<file path="config.mk">
export PLATFORM = sky130hd
export DESIGN_NAME = iter_div_axis
export DESIGN_NICKNAME = d
export VERILOG_FILES = /design/src/rtl/iter_div_axis.sv
export SDC_FILE = /design/constraint.sdc
export NUM_CORES = 1
export LEC_CHECK = 0
export ABC_AREA = 1
export BUFFER_PORTS_ARGS = -buffer_cell sky130_fd_sc_hd__buf_2
export CORE_ASPECT_RATIO = 1.1
export CORE_MARGIN = 4
export CORE_UTILIZATION = 60
export DETAILED_ROUTE_END_ITERATION = 10
export PLACE_DENSITY = 0.87
export SLEW_MARGIN = 20
export SYNTH_ARGS = -nofsm -noshare
export SYNTH_HDL_FRONTEND = slang
export SYNTH_SLANG_ARGS = --single-unit
</file>
<file path="constraint.sdc">
create_clock -name clk -period 5.6 [get_ports clk]
set_clock_uncertainty 0.15 [all_clocks]
set_input_delay 0.56 -clock clk [delete_from_list [all_inputs] [get_ports clk]]
set_output_delay 0.56 -clock clk [all_outputs]
set_load 0.03 [all_outputs]
</file>
<file path="src/rtl/iter_div_axis.sv">
// Iterative radix-2 restoring divider with independent AXI-stream operand channels,
// a one-cycle {quotient, remainder} result pulse and a flush to abandon work in flight.
module iter_div_axis #(
  parameter int WIDTH  = 32,
  parameter bit SIGNED = 1'b1
) (
  input  logic               clk,
  input  logic               resetn,
  input  logic               flush,
  input  logic [WIDTH-1:0]   s_axis_dividend_tdata,
  input  logic               s_axis_dividend_tvalid,
  output logic               s_axis_dividend_tready,
  input  logic [WIDTH-1:0]   s_axis_divisor_tdata,
  input  logic               s_axis_divisor_tvalid,
  output logic               s_axis_divisor_tready,
  output logic [2*WIDTH-1:0] m_axis_dout_tdata,
  output logic               m_axis_dout_tvalid,
  output logic [1:0]         o_dbg_state
);

  localparam int CW = (WIDTH > 1) ? $clog2(WIDTH) : 1;

  typedef enum logic [1:0] {
    S_IDLE = 2'd0,
    S_BUSY = 2'd1,
    S_DONE = 2'd2
  } state_t;

  state_t               r_state;
  logic                 r_dvd_full;
  logic                 r_dvs_full;
  logic [WIDTH-1:0]     r_dvd_data;
  logic [WIDTH-1:0]     r_dvs_data;
  logic [CW-1:0]        r_cnt;
  logic [WIDTH:0]       r_rem;
  logic [WIDTH-1:0]     r_quo;
  logic [WIDTH-1:0]     r_div;
  logic                 r_q_neg;
  logic                 r_r_neg;
  logic                 r_div_zero;
  logic [2*WIDTH-1:0]   r_dout_tdata;
  logic                 r_dout_tvalid;

  logic                 w_dvd_hs;
  logic                 w_dvs_hs;
  logic                 w_start;
  logic [WIDTH-1:0]     w_dvd_op;
  logic [WIDTH-1:0]     w_dvs_op;
  logic                 w_sa;
  logic                 w_sb;
  logic [WIDTH-1:0]     w_mag_a;
  logic [WIDTH-1:0]     w_mag_b;
  logic [WIDTH:0]       w_shift;
  logic [WIDTH:0]       w_diff;
  logic                 w_keep;
  logic [WIDTH:0]       w_rem_nxt;
  logic [WIDTH-1:0]     w_quo_nxt;
  logic [WIDTH-1:0]     w_q_fin;
  logic [WIDTH-1:0]     w_r_fin;
  logic                 w_last;

  // Valid/ready: a word transfers on a channel in any cycle where tvalid && tready at the
  // rising edge; tready only depends on state/slot registers, never on tvalid.
  assign s_axis_dividend_tready = (r_state == S_IDLE) && !r_dvd_full;
  assign s_axis_divisor_tready  = (r_state == S_IDLE) && !r_dvs_full;
  assign m_axis_dout_tdata      = r_dout_tdata;
  assign m_axis_dout_tvalid     = r_dout_tvalid;
  assign o_dbg_state            = r_state;

  assign w_dvd_hs = s_axis_dividend_tvalid && s_axis_dividend_tready;
  assign w_dvs_hs = s_axis_divisor_tvalid && s_axis_divisor_tready;
  assign w_start  = (r_dvd_full || w_dvd_hs) && (r_dvs_full || w_dvs_hs);

  // The operand arriving this cycle bypasses its slot so BUSY can start on the same edge.
  assign w_dvd_op = r_dvd_full ? r_dvd_data : s_axis_dividend_tdata;
  assign w_dvs_op = r_dvs_full ? r_dvs_data : s_axis_divisor_tdata;
  assign w_sa     = SIGNED ? w_dvd_op[WIDTH-1] : 1'b0;
  assign w_sb     = SIGNED ? w_dvs_op[WIDTH-1] : 1'b0;
  assign w_mag_a  = w_sa ? -w_dvd_op : w_dvd_op;
  assign w_mag_b  = w_sb ? -w_dvs_op : w_dvs_op;

  assign w_shift   = {r_rem[WIDTH-1:0], r_quo[WIDTH-1]};
  assign w_diff    = w_shift - {1'b0, r_div};
  assign w_keep    = ~w_diff[WIDTH];
  assign w_rem_nxt = w_keep ? w_diff : w_shift;
  assign w_quo_nxt = {r_quo[WIDTH-2:0], w_keep};
  assign w_last    = (r_cnt == CW'(WIDTH - 1));

  // A zero divisor yields all-ones quotient bits and the dividend magnitude as remainder;
  // forcing the quotient keeps it all-ones even when the dividend sign would negate it.
  assign w_q_fin = r_div_zero ? {WIDTH{1'b1}} : (r_q_neg ? -w_quo_nxt : w_quo_nxt);
  assign w_r_fin = r_r_neg ? -w_rem_nxt[WIDTH-1:0] : w_rem_nxt[WIDTH-1:0];

  always_ff @(posedge clk) begin
    if (!resetn) begin
      r_state       <= S_IDLE;
      r_dvd_full    <= 1'b0;
      r_dvs_full    <= 1'b0;
      r_dvd_data    <= '0;
      r_dvs_data    <= '0;
      r_cnt         <= '0;
      r_rem         <= '0;
      r_quo         <= '0;
      r_div         <= '0;
      r_q_neg       <= 1'b0;
      r_r_neg       <= 1'b0;
      r_div_zero    <= 1'b0;
      r_dout_tdata  <= '0;
      r_dout_tvalid <= 1'b0;
    end else if (flush) begin
      r_state       <= S_IDLE;
      r_dvd_full    <= 1'b0;
      r_dvs_full    <= 1'b0;
      r_cnt         <= '0;
      r_dout_tvalid <= 1'b0;
    end else begin
      r_dout_tvalid <= 1'b0;
      case (r_state)
        S_IDLE: begin
          if (w_dvd_hs) begin
            r_dvd_full <= 1'b1;
            r_dvd_data <= s_axis_dividend_tdata;
          end
          if (w_dvs_hs) begin
            r_dvs_full <= 1'b1;
            r_dvs_data <= s_axis_divisor_tdata;
          end
          if (w_start) begin
            r_state    <= S_BUSY;
            r_rem      <= '0;
            r_quo      <= w_mag_a;
            r_div      <= w_mag_b;
            r_q_neg    <= w_sa ^ w_sb;
            r_r_neg    <= w_sa;
            r_div_zero <= (w_dvs_op == '0);
            r_cnt      <= '0;
          end
        end
        S_BUSY: begin
          r_rem <= w_rem_nxt;
          r_quo <= w_quo_nxt;
          r_cnt <= r_cnt + 1'b1;
          if (w_last) begin
            r_state       <= S_DONE;
            r_dout_tdata  <= {w_q_fin, w_r_fin};
            r_dout_tvalid <= 1'b1;
            r_dvd_full    <= 1'b0;
            r_dvs_full    <= 1'b0;
          end
        end
        S_DONE: begin
          r_state <= S_IDLE;
        end
        default: begin
          r_state <= S_IDLE;
        end
      endcase
    end
  end

endmodule

</file>
==> results of run 1 <==
-- power by group through the flow --
stage	Clock (mW)	Combinational (mW)	Sequential, mW
finish	1.92	1.87	1.81
global route	2.01	2.08	1.82
CTS	1.94	1.83	1.81
detailed placement	0	1.82	1.85
global placement	0	1.79	1.85
floorplan	0	1.40	1.82
-- path summary, 6_finish.rpt --
kind | startpoint | end | slack (ns) | cells after the start
max | r_quo[31]$_SDFFE_PN0P_ | m_axis_dout_tdata[62]$_SDFFE_PN0P_ | 0.88 | 28
min | s_axis_dividend_tdata[18] | r_dvd_data[18]$_SDFFE_PN0P_ | 0.15 | 3
max reg2reg | r_quo[31]$_SDFFE_PN0P_ | m_axis_dout_tdata[62]$_SDFFE_PN0P_ | 0.88 | 28
min reg2reg | r_dvd_data[20]$_SDFFE_PN0P_ | r_dvd_data[20]$_SDFFE_PN0P_ | 0.30 | 2
-- layout make-up --
class,count,share of cell area (%)
Clock inverter,12,1.30
Tap cell,346,2.48
Clock buffer,34,4.18
Inverter,413,8.87
Timing Repair Buffer,154,4.67
Sequential cell,237,27.1
Multi-Input combinational cell,1794,51.4
-- cell families after synthesis --
| kind of cell | count (synthesis) | share of synthesized area [%] |
|---|---|---|
| compound gates | 574 | 19.9 |
| simple gates | 1107 | 29.8 |
| xor+xnor | 74 | 4.11 |
| buf+inv | 522 | 12.9 |
| fa+ha+maj | 39 | 3.14 |
| flops | 237 | 30.1 |
-- sequential cells by signal (all words and copies together), names as in the netlist --
signal / count
r_div_zero: 1
r_dvd_data: 32
m_axis_dout_tvalid: 1
m_axis_dout_tdata: 64
r_cnt: 5
r_div: 32
r_quo: 32
r_rem: 32
r_q_neg: 1
r_dvs_data: 32
r_r_neg: 1
o_dbg_state: 2
r_dvs_full: 1
r_dvd_full: 1
-- layout by cell type, fill, tap and decap left out, types with 4 or more instances in the layout --
cell type and count:
buf_4 18, nor2_2 12, bufinv_16 6, nor2_1 183, nand4_1 26, nor4_1 4
nand2_1 693, nand3b_1 11, buf_2 136, o21ai_0 215, nand2_2 30, nand2_4 8
nor3_1 19, xnor2_1 20, a21oi_1 251, dfxtp_1 236, o211ai_1 22, inv_1 406
o21a_1 6, and2_1 6, o21ai_1 16, or2_2 5, a31oi_1 15, nor2_4 4
o21bai_1 4, o221ai_1 25, ha_1 38, nand3_1 95, clkbuf_8 5, xor2_1 54
clkinv_2 4, clkbuf_16 26
-- critical path, delay by kind of cell, from the launching register on --
family                     cells  cell delay (ns)
and+or+nand+nor               17             2.15
DFF                            1             0.37
AOI/OAI and AO/OA              3             0.67
adders and majority gates      3             0.86
xor gates and xnor gates       1             0.14
buffers and inverters          4             0.29
-- stage by stage --
stage / instances / utilization, % / hold WS [ns]
3_5_place_dp: 2944 / 64.6 / 0.294
3_3_place_gp: 2944 / 64.6 / 0.286
4_1_cts: 2990 / 68.4 / 0.136
2_1_floorplan: 2553 / - / 0.274
5_1_grt: 2990 / 68.4 / 0.171
6_report: 2990 / 68.4 / 0.153
-- synthesized netlist by cell type (11+ instances only) --
cell type  number
nand2_2        30
a21oi_1       251
o21ai_1        16
inv_1         407
xnor2_1        20
o221ai_1       25
nand4_1        26
a31oi_1        15
nand2_1       693
clkbuf_1       87
dfxtp_1       237
xor2_1         54
nand3b_1       11
ha_1           38
nor3_1         19
o21ai_0       215
nand3_1        95
nor2_1        185
o211ai_1       22
-- layer usage --
layer / track usage [%] / up-vias / share of wire, %
met2: 56.3 / 646 / 47
met1: 42.0 / 7630 / 41
met4: 14.0 / 2 / 4.3
met5: 0 / - / 0.027
li1: - / 8289 / -
met3: 3.60 / 126 / 6.8
==> flow_summary.ini, run 1 <==
[placement]
io_buffers = 137
placedInstanceArea_um2 = 16500
dp_hpwl_um = 36800
globalplace.congestion = 0.978
pre_cts_ws_ns = 0.952

[floorplan]
die_y_um = 178
io_pins = 138
row_count = 61
start_util_pct = 61.6
die_w_um = 163
dieArea_um2 = 28900
coreArea_um2 = 25600

[logic_synthesis]
synth_warnings = 0
synth_area_um2 = 15800
ys_top_cells_by_area = dfxtp_1 30%, nand2_1 17%, inv_1 9.7%
synth_seq_cells = 237
synth.distinct_cells = 52
post_synth.cell_area_avg_um2 = 6.17
netlist_instances = 2553
ys_seq_area_share_pct = 30.1
yosys.area.top_type_share_pct = 30.1
syn_nets = 2661
synth-edff-count = 0
ys.flop_type = dfxtp_1
ys_async_sr_fraction_pct = 0
synth_area_leader_cell = dfxtp_1

[timing]
setup_violations = 0
maxSlewViolCount = 0
finalHoldViolCount = 0
fin_ws_ns = 0.881
finalCritPeriodShare_pct = 84.3
rsz0062_at_grt = no
tightest_slew_ns = 1.04
relSlewSlack_pct = 30.9
fmax_mhz = 212
period_minus_slack_ns = 4.72
timing.setup.tns_ns = 0

[setup_path]
endpoint_kind = register
cp_slowest_stage_delay_ns = 0.42
path_max_fanout = 20
slowest_stage = fa_1
arrival_ns = 5.01
startpoint_type = register
required_ns = 5.89
crit_type = register to register

[detailed_routing]
vias_per_cell = 5.58
dr.pass1.iters = 6
wl_per_cell_um = 16.3
route.antenna.remaining_nets = 0
vias = 16700
drtIter0Drc = 1695
drc = 0
routed_wirelength_um = 48600

[pwr]
p_per_area_nw_per_um2 = 320
p_leak_nw = 8.88
p_total_mw = 5.60
pwr-share-clk_pct = 34.2
seqPwrFrac_pct = 32.4
switching_power_mw = 2.09
internal_power_mw = 3.51
combPwrFrac_pct = 33.4
p_sw_share_pct = 37.3
max-vdd-ir-drop_mv = 0.273

[cts]
clockRootBuffer = clkbuf_16
cts_buffers = 26
clk_pin_slew_ns = 0.06
htree_num_levels = 1
clockBufferDepth = 3
cts_tree = yes
clock-sinks = 237
clk_latency_ns = 0.55
holdBufCountCts = 0
cts_resized = 0
cts_setup_buffers = 0

[min_path]
hp-class = input pin to register

[finish]
drive_above_1_share_pct = 10.3
nFillCells = 2300
final-seq-area_um2 = 4750
syn_to_final_growth_pct = 11.0
final_nets = 2734
final_area_um2 = 17500
multiInputGateArea_um2 = 8980
num_antenna_cells = 0

[outcome]
status = completed

[global_route]
grt_pass1_vias = 15500
grt_max_degree = 88
grt-ovfl-total = 0
antenna_found_initial = 1
grt.total_usage_pct = 32.8
grt_pass1_wl_um = 77600

[job]
drv_cap = 0
No activity file was read; power rests on OpenSTA's default activity.
==> run 2: changes to the inputs <==
==> constraint.sdc (replaced) <==
create_clock -name clk -period 4.5 [get_ports clk]
set_clock_uncertainty 0.15 [all_clocks]
set_input_delay 0.45 -clock clk [delete_from_list [all_inputs] [get_ports clk]]
set_output_delay 0.45 -clock clk [all_outputs]
set_load 0.03 [all_outputs]
==> flow_summary.ini, run 2 (synthesis gave the netlist of run 1 again) <==
[detailed_routing]
drc = 0
wl_per_cell_um = 15.8
route.antenna.remaining_nets = 0
routed_wirelength_um = 47400
vias_per_cell = 5.55
drtIter0Drc = 1492
vias = 16600
dr.pass1.iters = 8

[setup_path]
critPathLaunch = r_quo[31]$_SDFFE_PN0P_
endpoint_kind = register
rr_worst_depth = 28
startpoint_type = register
slowest_stage = fa_1
path_max_fanout = 9
rrSetupSlack_ns = 0.45
required_ns = 4.79
r2r-start = r_quo[31]$_SDFFE_PN0P_
arrival_ns = 4.35
crit_type = register to register
crit_path_end = m_axis_dout_tdata[62]$_SDFFE_PN0P_
r2r-end = m_axis_dout_tdata[62]$_SDFFE_PN0P_
cp_slowest_stage_delay_ns = 0.43

[pwr]
pwr-share-clk_pct = 32.1
p_sw_share_pct = 37.9
switching_power_mw = 2.56
seqPwrFrac_pct = 33.4
combPwrFrac_pct = 34.5
internal_power_mw = 4.19
p_per_area_nw_per_um2 = 387
p_total_mw = 6.75
p_leak_nw = 8.86
max-vdd-ir-drop_mv = 0.313

[floorplan]
dieArea_um2 = 28900
io_pins = 138
row_count = 61
die_y_um = 178
coreArea_um2 = 25600
die_w_um = 163
start_util_pct = 61.6

[outcome]
status = completed

[cts]
htree_num_levels = 1
cts_buffers = 25
cts_tree = yes
clk_pin_slew_ns = 0.06
clk_latency_ns = 0.55
clockBufferDepth = 3
clockRootBuffer = clkbuf_16
clock-sinks = 237

[global_route]
grt_pass1_wl_um = 76200
antenna_found_initial = 0
grt_max_degree = 78
grt.total_usage_pct = 31.9
grt-ovfl-total = 0
grt_pass1_vias = 15400

[job]
drv_cap = 0

[min_path]
hold_start = s_axis_dividend_tdata[21]
hp-class = input pin to register

[placement]
dp_hpwl_um = 36100
placed_cells = 2950
io_buffers = 137
placedInstanceArea_um2 = 16600
globalplace.congestion = 1.02

[finish]
final_common_cell = nand2_1
layout.cells.non_filler = 2994
syn_to_final_growth_pct = 10.6
num_antenna_cells = 0
final_area_um2 = 17400
layout_common_cells = 693 x nand2_1, 406 x inv_1, 251 x a21oi_1
final_nets = 2739
drive_above_1_share_pct = 10.5
largest_reg_flops = 64

[timing]
rsz0062_at_grt = no
period_minus_slack_ns = 4.05
relSlewSlack_pct = 42.4
finalCritPeriodShare_pct = 90.1
maxSlewViolCount = 0
tightest_slew_ns = 0.862
setup_violations = 0
fmax_mhz = 247
timing.setup.tns_ns = 0
finalHoldViolCount = 0
[run 2: cell types whose count changed in the layout (fill, tap and decap cells not counted), moves of 2 or more]
| cell | previous run | this run |
|---|---|---|
| buf_4 | 18 | 24 |
| bufinv_16 | 6 | 4 |
| clkbuf_8 | 5 | 3 |
| clkinv_2 | 4 | 6 |
| nor2_1 | 183 | 181 |
| nor2_2 | 12 | 14 |
| nor3_1 | 19 | 17 |
| nor3_2 | 0 | 2 |
[run 2: cell type report]
cell class                      instances  area, um2
Clock buffer                           32        682
Clock inverter                         12        166
Fill cell                            2282       8130
Inverter                              413       1550
Multi-Input combinational cell       1794       9000
Sequential cell                       237       4750
Tap cell                              346        433
Timing Repair Buffer                  160        861
[run 2: timing repair]
item	in CTS	in global routing
setup buffers	0	0
resized for setup	0	5
endpoints found under the setup margin	0	4
hold buffers	0	0
[run 2: worst min path at each step]
stage	to	cells after the start
global placement	r_dvd_data[7]$_SDFFE_PN0P_	2
finish	r_dvd_data[21]$_SDFFE_PN0P_	3
floorplan	r_dvd_data[7]$_SDFFE_PN0P_	2
detailed placement	r_dvd_data[8]$_SDFFE_PN0P_	2
CTS	r_dvd_data[4]$_SDFFE_PN0P_	3
global route	r_dvd_data[4]$_SDFFE_PN0P_	3
[run 2: power by group through the flow]
stage	Combinational (mW)	Sequential (mW)	Clock, mW
finish	2.33	2.25	2.17
global route	2.60	2.26	2.26
CTS	2.28	2.25	2.17
detailed placement	2.26	2.30	0
global placement	2.23	2.29	0
floorplan	1.74	2.27	0
[run 2: per-stage QoR]
stage | worst slack (ns) | util (%) | hold slack, ns
6_report | 0.445 | 68.2 | 0.0453
5_1_grt | 0.0599 | 68.2 | 0.0644
4_1_cts | 0.264 | 68.1 | 0.0400
3_5_place_dp | 0.261 | 64.8 | 0.293
3_3_place_gp | 0.383 | 64.8 | 0.284
2_1_floorplan | 0.412 | - | 0.274
[run 2: worst max-delay path, delay by kind of cell (launching register included)]
kind,cells,cell delay (ns)
flip-flops,1,0.36
XOR/XNOR,1,0.15
AO/OA/AOI/OAI,3,0.51
AND/OR/NAND/NOR,17,1.69
buffers and inverters,4,0.29
adder cells (fa/ha/maj),3,0.81
[run 2: per-layer routing]
layer	track usage (%)	part of all wire, %	up-vias
met2	55.0	47	660
met5	0	0	-
met1	40.6	41	7523
met4	13.3	4.7	0
met3	3.58	6.7	128
li1	-	-	8301
